`config.mk`:
```
export PLATFORM = sky130hd
export DESIGN_NAME = id_ex_reg
export DESIGN_NICKNAME = d
export VERILOG_FILES = /design/src/rtl/id_ex_reg.sv
export SDC_FILE = /design/constraint.sdc
export NUM_CORES = 1
export LEC_CHECK = 0
export CAP_MARGIN = 20
export CORE_AREA = 4 4 176 178
export DETAILED_ROUTE_END_ITERATION = 8
export DIE_AREA = 0 0 180 182
export PLACE_DENSITY_LB_ADDON = 0.25
export SYNTH_ARGS = -nofsm -noshare
export SYNTH_HDL_FRONTEND = slang
export SYNTH_SLANG_ARGS = --single-unit
```
`constraint.sdc`:
```
create_clock -name i_clk -period 3.41 [get_ports i_clk]
set_input_delay 0.682 -clock i_clk [delete_from_list [all_inputs] [get_ports i_clk]]
set_output_delay 0.682 -clock i_clk [all_outputs]
set_load 0.05 [all_outputs]
```
`src/rtl/id_ex_reg.sv`:
```
//------------------------------------------------------------------------------
// Module   : id_ex_reg
// Purpose  : ID/EX pipeline register with load-use hazard detection, one-cycle
//            stall/bubble insertion, branch flush, same-cycle write-back bypass
//            into the captured operands, and a saturating bubble counter.
// Ports    : i_clk, i_reset            clock, synchronous active-high reset
//            i_flush                   squash the instruction entering EX
//            i_*_id                    decoded ID-stage instruction fields
//            i_wb_*                    write-back port of the same cycle
//            o_*_ex                    registered EX-stage copies
//            o_stall_id                hold PC and IF/ID this cycle
//            o_bubble_cnt              number of load-use bubbles inserted
// Revision : 1.0  initial release
//------------------------------------------------------------------------------
`default_nettype none

module id_ex_reg #(
  // Counter width; saturates at all-ones and is zero-extended onto
  // o_bubble_cnt. Must be in the range 1..32.
  parameter int CNT_W = 32
) (
  input  logic        i_clk,
  input  logic        i_reset,
  input  logic        i_flush,
  input  logic        i_valid_id,
  input  logic [31:0] i_pc_id,
  input  logic [31:0] i_instr_id,
  input  logic [31:0] i_rs1_data_id,
  input  logic [31:0] i_rs2_data_id,
  input  logic [31:0] i_imm_id,
  input  logic [4:0]  i_rs1_addr_id,
  input  logic [4:0]  i_rs2_addr_id,
  input  logic [4:0]  i_rd_addr_id,
  input  logic        i_rs1_used_id,
  input  logic        i_rs2_used_id,
  input  logic        i_rd_wren_id,
  input  logic        i_mem_rden_id,
  input  logic [15:0] i_ctrl_id,
  input  logic        i_wb_wren,
  input  logic [4:0]  i_wb_rd_addr,
  input  logic [31:0] i_wb_data,
  output logic        o_valid_ex,
  output logic [31:0] o_pc_ex,
  output logic [31:0] o_instr_ex,
  output logic [31:0] o_rs1_data_ex,
  output logic [31:0] o_rs2_data_ex,
  output logic [31:0] o_imm_ex,
  output logic [4:0]  o_rs1_addr_ex,
  output logic [4:0]  o_rs2_addr_ex,
  output logic [4:0]  o_rd_addr_ex,
  output logic        o_rd_wren_ex,
  output logic        o_mem_rden_ex,
  output logic [15:0] o_ctrl_ex,
  output logic        o_stall_id,
  output logic [31:0] o_bubble_cnt
);

  typedef struct packed {
    logic        valid;
    logic [31:0] pc;
    logic [31:0] instr;
    logic [31:0] rs1_data;
    logic [31:0] rs2_data;
    logic [31:0] imm;
    logic [4:0]  rs1_addr;
    logic [4:0]  rs2_addr;
    logic [4:0]  rd_addr;
    logic        rd_wren;
    logic        mem_rden;
    logic [15:0] ctrl;
  } ex_t;

  localparam logic [CNT_W-1:0] C_CNT_MAX = {CNT_W{1'b1}};

  ex_t              ex_q, ex_d;
  logic [CNT_W-1:0] bubble_cnt_q, bubble_cnt_d;
  logic             w_hazard;

  // Operand read with x0 forced to zero and a same-cycle write-back
  // overriding the (stale) register-file value.
  function automatic logic [31:0] f_operand(input logic [4:0]  addr,
                                             input logic [31:0] rf_data,
                                             input logic        wb_wren,
                                             input logic [4:0]  wb_addr,
                                             input logic [31:0] wb_data);
    if (addr == 5'd0)                      return 32'd0;
    else if (wb_wren && wb_addr == addr)   return wb_data;
    else                                   return rf_data;
  endfunction

  // Load in EX whose destination is read by the instruction in ID.
  always_comb begin
    w_hazard = i_valid_id & ex_q.valid & ex_q.mem_rden & (ex_q.rd_addr != 5'd0) &
               ((i_rs1_used_id & (i_rs1_addr_id == ex_q.rd_addr)) |
                (i_rs2_used_id & (i_rs2_addr_id == ex_q.rd_addr)));
  end

  assign o_stall_id = w_hazard & ~i_flush & ~i_reset;

  // Priority: reset, flush bubble, hazard bubble, capture. Bubbles are the
  // all-zero EX record, which is also the default.
  always_comb begin
    ex_d         = '0;
    bubble_cnt_d = bubble_cnt_q;
    if (i_reset) begin
      bubble_cnt_d = '0;
    end else if (i_flush) begin
      // flush bubble: counter untouched
    end else if (w_hazard) begin
      if (bubble_cnt_q != C_CNT_MAX) bubble_cnt_d = bubble_cnt_q + 1'b1;
    end else begin
      ex_d.valid    = i_valid_id;
      ex_d.pc       = i_pc_id;
      ex_d.instr    = i_instr_id;
      ex_d.rs1_data = f_operand(i_rs1_addr_id, i_rs1_data_id, i_wb_wren, i_wb_rd_addr, i_wb_data);
      ex_d.rs2_data = f_operand(i_rs2_addr_id, i_rs2_data_id, i_wb_wren, i_wb_rd_addr, i_wb_data);
      ex_d.imm      = i_imm_id;
      ex_d.rs1_addr = i_rs1_addr_id;
      ex_d.rs2_addr = i_rs2_addr_id;
      ex_d.rd_addr  = i_rd_addr_id;
      // An invalid slot must never write rd or start a load.
      ex_d.rd_wren  = i_rd_wren_id & i_valid_id;
      ex_d.mem_rden = i_mem_rden_id & i_valid_id;
      ex_d.ctrl     = i_ctrl_id;
    end
  end

  always_ff @(posedge i_clk) begin
    ex_q         <= ex_d;
    bubble_cnt_q <= bubble_cnt_d;
  end

  assign o_valid_ex    = ex_q.valid;
  assign o_pc_ex       = ex_q.pc;
  assign o_instr_ex    = ex_q.instr;
  assign o_rs1_data_ex = ex_q.rs1_data;
  assign o_rs2_data_ex = ex_q.rs2_data;
  assign o_imm_ex      = ex_q.imm;
  assign o_rs1_addr_ex = ex_q.rs1_addr;
  assign o_rs2_addr_ex = ex_q.rs2_addr;
  assign o_rd_addr_ex  = ex_q.rd_addr;
  assign o_rd_wren_ex  = ex_q.rd_wren;
  assign o_mem_rden_ex = ex_q.mem_rden;
  assign o_ctrl_ex     = ex_q.ctrl;
  assign o_bubble_cnt  = 32'(bubble_cnt_q);

endmodule

`default_nettype wire

```
# Word level (Yosys, flattened, before mapping)
# Index checks and enable logic that the tools add are counted.
# word_totals
regBits	226
elab_cells	43
# op_classes
add_sub_neg	1
eq_ne	5
muxes	2
bitwise	13
n_reduce_logical	9
# op_table
operator	count
two-way mux 32 bit	2
adder 32 x 1 -> 32 bit, second input constant	1
!= test 32 bit, second input constant	1
equality test 5 bit	4
bitwise AND 1 bit	10
zero test 5 bit	2
OR reduction 4 bit	2
nonzero test 5 bit	1
AND reduction 3 bit	1
OR reduction 3 bit	1
logical AND 1 bit	2
inverter 1 bit	2
bitwise OR 1 bit	1

# Depth between registers and ports, before layout
# Gate-level depths: netlist of run 1.
# logic_depth
depth_word	6
mapped_depth	9

# Worst setup path after synthesis of run 1
# Ideal clock, no wire load.
# synth_path
kind	register to output
start	register ex_q (netlist bit o_rd_addr_ex[1])
end	output o_stall_id
arrival_time_ps	2135
required_time_ps	2728
slack_ps	593
stages_incl_launch_ff	6
path_cell_list	dfxtp_1 -> xnor2_1 -> nand4_1 -> o22ai_2 -> nand2_1 -> nor2_1
# synth_between
elab_chain_len	6
# synth_lines
item	line	source
start: declaration	75	ex_t ex_q, ex_d;
start signal: assignment	129	ex_q <= ex_d;
equality test 5 bit, on equally long branches	94, 95	
bitwise AND 1 bit, on equally long branches	94, 95	
bitwise OR 1 bit	94	((i_rs1_used_id & (i_rs1_addr_id == ex_q.rd_addr)) |
bitwise AND 1 bit *	93	w_hazard = i_valid_id & ex_q.valid & ex_q.mem_rden & (ex_q.rd_addr != 5'd0) &
bitwise AND 1 bit * (2 in series)	98	assign o_stall_id = w_hazard & ~i_flush & ~i_reset;
end: declaration	54	output logic o_stall_id,
# Every way passes the cells marked *; elsewhere a longest branch is shown, timed or not.

# Worst setup path after layout of run 1
# Ends and elaborated chain as after synthesis.

==> qor.yml, run 1 <==
floorplan:
  row_count: 63
  start_util: 0.262
  boundaryPins: 464
  die_x_microns: 180
  fp.dieH_microns: 182
  dieArea_sq_um: 32800
  core-area_sq_um: 29400
worst_setup_path:
  crit_arrival_ns: 2.30
  reg2regPathDepth: 6
  required_ns: 2.73
  cpMaxStageDelayCell: "or4_1"
  timing.rr.start: "o_rd_addr_ex[1]$_SDFF_PP0_"
  crit_fanout: 5
  cp_num_buf_inv: 1
  critPathMostFrequentCell: "nor2_1"
  r2r_end: "o_mem_rden_ex$_SDFF_PP0_"
  rrSetupSlack_ns: 0.67
  max_stage_delay_ns: 0.57
  crit_type: "register to output pin"
  critPathTopFamily: "simple AND/OR/NAND/NOR gates"
  endpoint_kind: "output pin"
  cp_cell_sequence: "or4_1 > o2111ai_1 > nor2_1 > nand2_1 > nor2_1 > buf_12"
  setup.worst_path.start_class: "register"
cts:
  post_cts_resized: 0
  cts.sinks: 226
  cts_tree: "built"
  clock-root-buffer: "clkbuf_16"
  post-cts-setup-buffers: 0
  clock_latency_ns: 0.53
  clkTransAtPathRegs_ns: 0.06
  numCtsBuffers: 25
  cts_buffer_depth: 3
  cts_hold_buffers: 0
  htree_levels: 1
routing:
  num_vias: 6852
  wl_per_cell_microns: 18.0
  drc: 0
  drt_iter0_drc: 231
  wirelength_mm: 28.8
  ant_nets: 0
  vias_per_cell: 4.27
  drt-pass1-iter-count: 4
logic_synthesis:
  synth_sequential_area_ratio: 0.588
  synthArstFlopShare: 0
  syn_nets: 963
  synth_area_sq_um: 7700
  synth.distinct_cells: 38
  avgSynthCellArea_sq_um: 10.6
  yosysWarningCount: 0
  synth_cells: 725
  ys.flop_type: "dfxtp_1"
  synth_top_cell_area_share: 0.588
  synth.largest_area_cell: "dfxtp_1"
  yosys-top-cells-area: "dfxtp_1 (59%), and2_1 (11%), mux2i_1 (8.4%)"
  synth-edff-count: 0
  synth_seq_cells: 226
sta:
  hold_viol: 0
  skew_ns: 0.0190
  fin_crit_ns: 2.99
  maxSlewViolCount: 0
  worst_pin_slew_ns: 0.642
  fin_setup_tns_ns: 0
  timing.fmax_mhz: 335
  rsz0062_at_grt: "false"
  final.period_utilization: 0.875
  setup_viol: 0
  maxSlewHeadroom: 0.571
pwr:
  p_leak_nw: 4.99
  ir_drop_mv: 0.277
  powerDensity_nw_per_um2: 465
layout:
  syn_to_final_growth_pct: 76.7
  nNetsFinal: 1439
  drive_above_1_share: 0.0650
  antenna_cells: 0
  design_area_sq_um: 13600
  fillers: 2753
grt:
  grt-ovfl-total: 0
  grt_pass1_vias: 6942
  grt_first_pass_wirelength_mm: 42.6
  track_usage: 0.166
  antenna_found_initial: 3
  grt_max_degree: 122
hold_path:
  min_path_type: "register to register"
  hold_start: "o_bubble_cnt[11]$_SDFFE_PP0P_"
  hold_path_depth: 2
  whs_endpoint: "o_bubble_cnt[11]$_SDFFE_PP0P_"
placement:
  port_buffers: 463
  globalplace.congestion: 0.825
  placed_area_sq_um: 12800
  dp_hpwl_mm: 22.8
job:
  cap_violations: 0
status:
  outcome: "complete, no violations"
-- per-stage QoR --
step	util	instances	worst slack [ns]	hold WS, ns	total power, W
global placement	0.437	1564	0.263	0.489	0.00382
floorplan	-	725	0.593	0.724	0.00330
finish	0.463	1605	0.425	0.518	0.00632
global route	0.463	1605	0.242	0.539	0.00658
CTS	0.463	1605	0.319	0.519	0.00644
detailed placement	0.437	1564	0.192	0.507	0.00383
-- cell usage in the layout, fill, tap and decap left out, drive strengths merged, types with 2 or more instances in the layout --
| cell type | instances |
|---|---|
| or3 | 19 |
| nor2 | 82 |
| nand4 | 20 |
| mux2 | 5 |
| nor2b | 5 |
| nand3 | 11 |
| a21oi | 23 |
| clkbuf | 32 |
| dfxtp | 226 |
| o21ai | 19 |
| nand2 | 14 |
| inv | 7 |
| xor2 | 11 |
| buf | 25 |
| clkdlybuf4s50 | 462 |
| or4 | 5 |
| and3 | 8 |
| and2 | 132 |
| xnor2 | 12 |
| nor4 | 4 |
| and4 | 6 |
| a31o | 2 |
| clkinv | 6 |
| o31ai | 3 |
| mux2i | 65 |
-- worst min-delay path, cell delays in order, from the launching register on --
cell and delay (ns):
dfxtp_1 0.33, o21ai_0 0.08, a21oi_1 0.06
-- how the worst max path moves through the flow --
stage / slack [ns] / depth (start not counted) / endpoint / start
floorplan: 0.59 / 5 / o_stall_id / o_rd_addr_ex[1]$_SDFF_PP0_
global placement: 0.26 / 8 / o_rd_wren_ex$_SDFF_PP0_ / i_rs2_addr_id[0]
detailed placement: 0.19 / 8 / o_mem_rden_ex$_SDFF_PP0_ / i_rs2_addr_id[0]
CTS: 0.32 / 6 / o_stall_id / o_rd_addr_ex[1]$_SDFF_PP0_
global route: 0.24 / 6 / o_stall_id / o_rd_addr_ex[1]$_SDFF_PP0_
finish: 0.42 / 6 / o_stall_id / o_rd_addr_ex[1]$_SDFF_PP0_
-- cell families after synthesis --
kind of cell / count (synthesis) / share of synthesized area
adders and majority gates: 1 / 0.00162
muxes: 70 / 0.0918
AOI/OAI and AO/OA: 51 / 0.0388
and+or+nand+nor: 310 / 0.223
DFF: 226 / 0.588
buffers and inverters: 44 / 0.0305
xor gates and xnor gates: 23 / 0.0262
-- routing by layer --
| metal | share of wire | GRT usage |
|---|---|---|
| met4 | 0.024 | 0.0433 |
| met2 | 0.50 | 0.302 |
| met5 | 0.0012 | 0 |
| met3 | 0.11 | 0.0711 |
| met1 | 0.37 | 0.178 |
-- flip-flops by register name, summed over array words and instances (netlist names) --
name           flops
o_pc_ex           32
o_rs1_addr_ex      5
o_instr_ex        32
o_rs1_data_ex     32
o_rs2_addr_ex      5
o_mem_rden_ex      1
o_imm_ex          32
o_ctrl_ex         16
o_valid_ex         1
o_bubble_cnt      32
o_rd_addr_ex       5
o_rd_wren_ex       1
o_rs2_data_ex     32
-- area by class of cell --
cell class	count	area, sq um	share of cell area
Timing Repair Buffer	487	4850	0.357
Sequential cell	226	4520	0.333
Multi-Input combinational cell	455	2950	0.217
Clock buffer	32	692	0.0509
Tap cell	390	488	0.0359
Clock inverter	9	76.3	0.00561
Inverter	6	22.5	0.00166
-- cells in the mapped netlist (all sizes together) (8+ instances only) --
cell type	n
a21oi	23
and2	132
and3	8
buf	12
clkbuf	26
dfxtp	226
mux2i	65
nand2	14
nand3	11
nand4	20
nor2	82
o21ai	19
or3	19
xnor2	12
xor2	11
-- report_power, final --
group	switching (W)	internal [W]
Clock	0.00107	0.00149
Combinational	0.000526	0.000469
Sequential	0.0000276	0.00273
No activity file was read; power rests on OpenSTA's default activity.
==> run 2, diff against run 1 <==
--- a/config.mk
+++ b/config.mk
@@ -10,6 +10,7 @@
 export DETAILED_ROUTE_END_ITERATION = 8
 export DIE_AREA = 0 0 180 182
 export PLACE_DENSITY_LB_ADDON = 0.25
+export RECOVER_POWER = 50
 export SYNTH_ARGS = -nofsm -noshare
 export SYNTH_HDL_FRONTEND = slang
 export SYNTH_SLANG_ARGS = --single-unit
==> qor.yml, run 2 (synthesized netlist as in run 1, its figures left out) <==
status:
  outcome: "complete, no violations"
floorplan:
  boundaryPins: 464
  die_x_microns: 180
  row_count: 63
  start_util: 0.262
  fp.dieH_microns: 182
  core-area_sq_um: 29400
  dieArea_sq_um: 32800
pwr:
  combPwrFrac: 0.153
  powerDensity_nw_per_um2: 463
  clkPwrFrac: 0.408
  p_leak_nw: 5.54
  sw_frac_of_total: 0.258
  ir_drop_mv: 0.275
  sequentialPowerShare: 0.439
  power.internal_w: 0.00466
  p_sw_w: 0.00162
worst_setup_path:
  cp_cell_sequence: "dlygate4sd3_1 > xnor2_1 > nand4_1 > o22ai_1 > nand2_1 > nor2_1 > buf_12"
  crit_fanout: 4
  crit_arrival_ns: 2.43
  endpoint_kind: "output pin"
  required_ns: 2.73
  max_stage_delay_ns: 0.69
  cpMaxStageDelayCell: "dlygate4sd3_1"
  setup.worst_path.start_class: "input port"
  crit_type: "input port to output pin"
layout:
  final_core_utilization: 0.462
  nNetsFinal: 1439
  syn_to_final_growth_pct: 76.2
  final_cell_mix: "clkdlybuf4s50_1 (258), dfxtp_1 (226), dlygate4sd3_1 (204)"
  final_common_cell: "clkdlybuf4s50_1"
  layoutNonFillerInstCount: 1606
  fillers: 2761
  drive_above_1_share: 0.0601
cts:
  cts_hold_buffers: 0
  cts.sinks: 226
  numCtsBuffers: 25
  cts_tree: "built"
  post_cts_resized: 0
  cts_buffer_depth: 3
  clock-root-buffer: "clkbuf_16"
  htree_levels: 1
  post-cts-setup-buffers: 0
  clkTransAtPathRegs_ns: 0.05
  clock_latency_ns: 0.53
hold_path:
  min_path_type: "register to register"
routing:
  ant_nets: 0
  drc: 0
  num_vias: 6878
  wl_per_cell_microns: 17.9
  drt-pass1-iter-count: 4
  wirelength_mm: 28.8
  drt_iter0_drc: 280
  vias_per_cell: 4.28
placement:
  port_buffers: 463
  globalplace.congestion: 0.825
  dp_hpwl_mm: 22.8
  placedCellCount: 1564
grt:
  antenna_found_initial: 4
  grt_pass1_vias: 6942
  grt_first_pass_wirelength_mm: 42.6
  track_usage: 0.166
  grt-ovfl-total: 0
  grt_max_degree: 122
sta:
  rsz0062_at_grt: "false"
  worst_pin_slew_ns: 0.965
  final.period_utilization: 0.912
  hold_viol: 0
  timing.fmax_mhz: 322
  maxSlewHeadroom: 0.355
  maxSlewViolCount: 0
  fin_crit_ns: 3.11
  setup_viol: 0
  fin_setup_tns_ns: 0
  skew_ns: 0.0195
job:
  cap_violations: 0
==> run 2: changes by cell type in the layout (fill, tap and decap cells not counted), sizes merged <==
cell           delta
clkdlybuf4s50   -204
buf               -4
diode             +1
clkbuf            +4
dlygate4sd3     +204
==> run 2: path summary, 6_finish.rpt <==
| kind | startpoint | to | slack, ns | depth (start not counted) |
|---|---|---|---|---|
| max | i_rs2_addr_id[0] | o_stall_id | 0.30 | 7 |
| min | o_bubble_cnt[7]$_SDFFE_PP0P_ | o_bubble_cnt[7]$_SDFFE_PP0P_ | 0.52 | 2 |
| max reg2reg | o_rd_addr_ex[1]$_SDFF_PP0_ | o_mem_rden_ex$_SDFF_PP0_ | 0.46 | 6 |
| min reg2reg | o_bubble_cnt[7]$_SDFFE_PP0P_ | o_bubble_cnt[7]$_SDFFE_PP0P_ | 0.52 | 2 |
==> run 2: worst max-delay path, delay by kind of cell <==
family          cells  cell delay [ns]
compound gates      1             0.23
buf+inv             2             0.87
xor+xnor            1             0.16
simple gates        3             0.49
==> run 2: cell type report <==
class | count | area [sq um] | share of cell area
repair buffers | 487 | 4830 | 0.356
flip-flops and latches | 226 | 4520 | 0.333
multi-input cells | 455 | 2930 | 0.216
clock buffers | 32 | 692 | 0.0510
well taps | 390 | 488 | 0.0360
clock inverters | 9 | 76.3 | 0.00562
inverters | 6 | 22.5 | 0.00166
diodes | 1 | 2.50 | 0.000184
==> run 2: stage by stage <==
stage	total power, W	hold WS [ns]	cell area [sq um]	setup slack [ns]
6_report	0.00628	0.516	13600	0.301
3_5_place_dp	0.00383	0.507	12800	0.192
2_1_floorplan	0.00330	0.724	7700	0.593
4_1_cts	0.00644	0.519	13600	0.319
3_3_place_gp	0.00382	0.489	12800	0.263
5_1_grt	0.00655	0.537	13600	0.141
==> run 2: metal layers <==
layer  vias to the layer above  global-route usage  wire length, microns
met3                        50              0.0711                  3040
li1                       3368                   -                     -
met5                         -                   0                    34
met1                      3143               0.178                 10600
met4                         6              0.0433                   691
met2                       311               0.302                 14400
==> run 2: power by group through the flow <==
stage	logic [W]	registers, W	clock network, W
after global routing	0.00101	0.00277	0.00277
after detailed placement	0.00101	0.00282	0
final	0.000960	0.00276	0.00257
after floorplan	0.000147	0.00315	0
after global placement	0.00100	0.00282	0
after CTS	0.00101	0.00276	0.00267
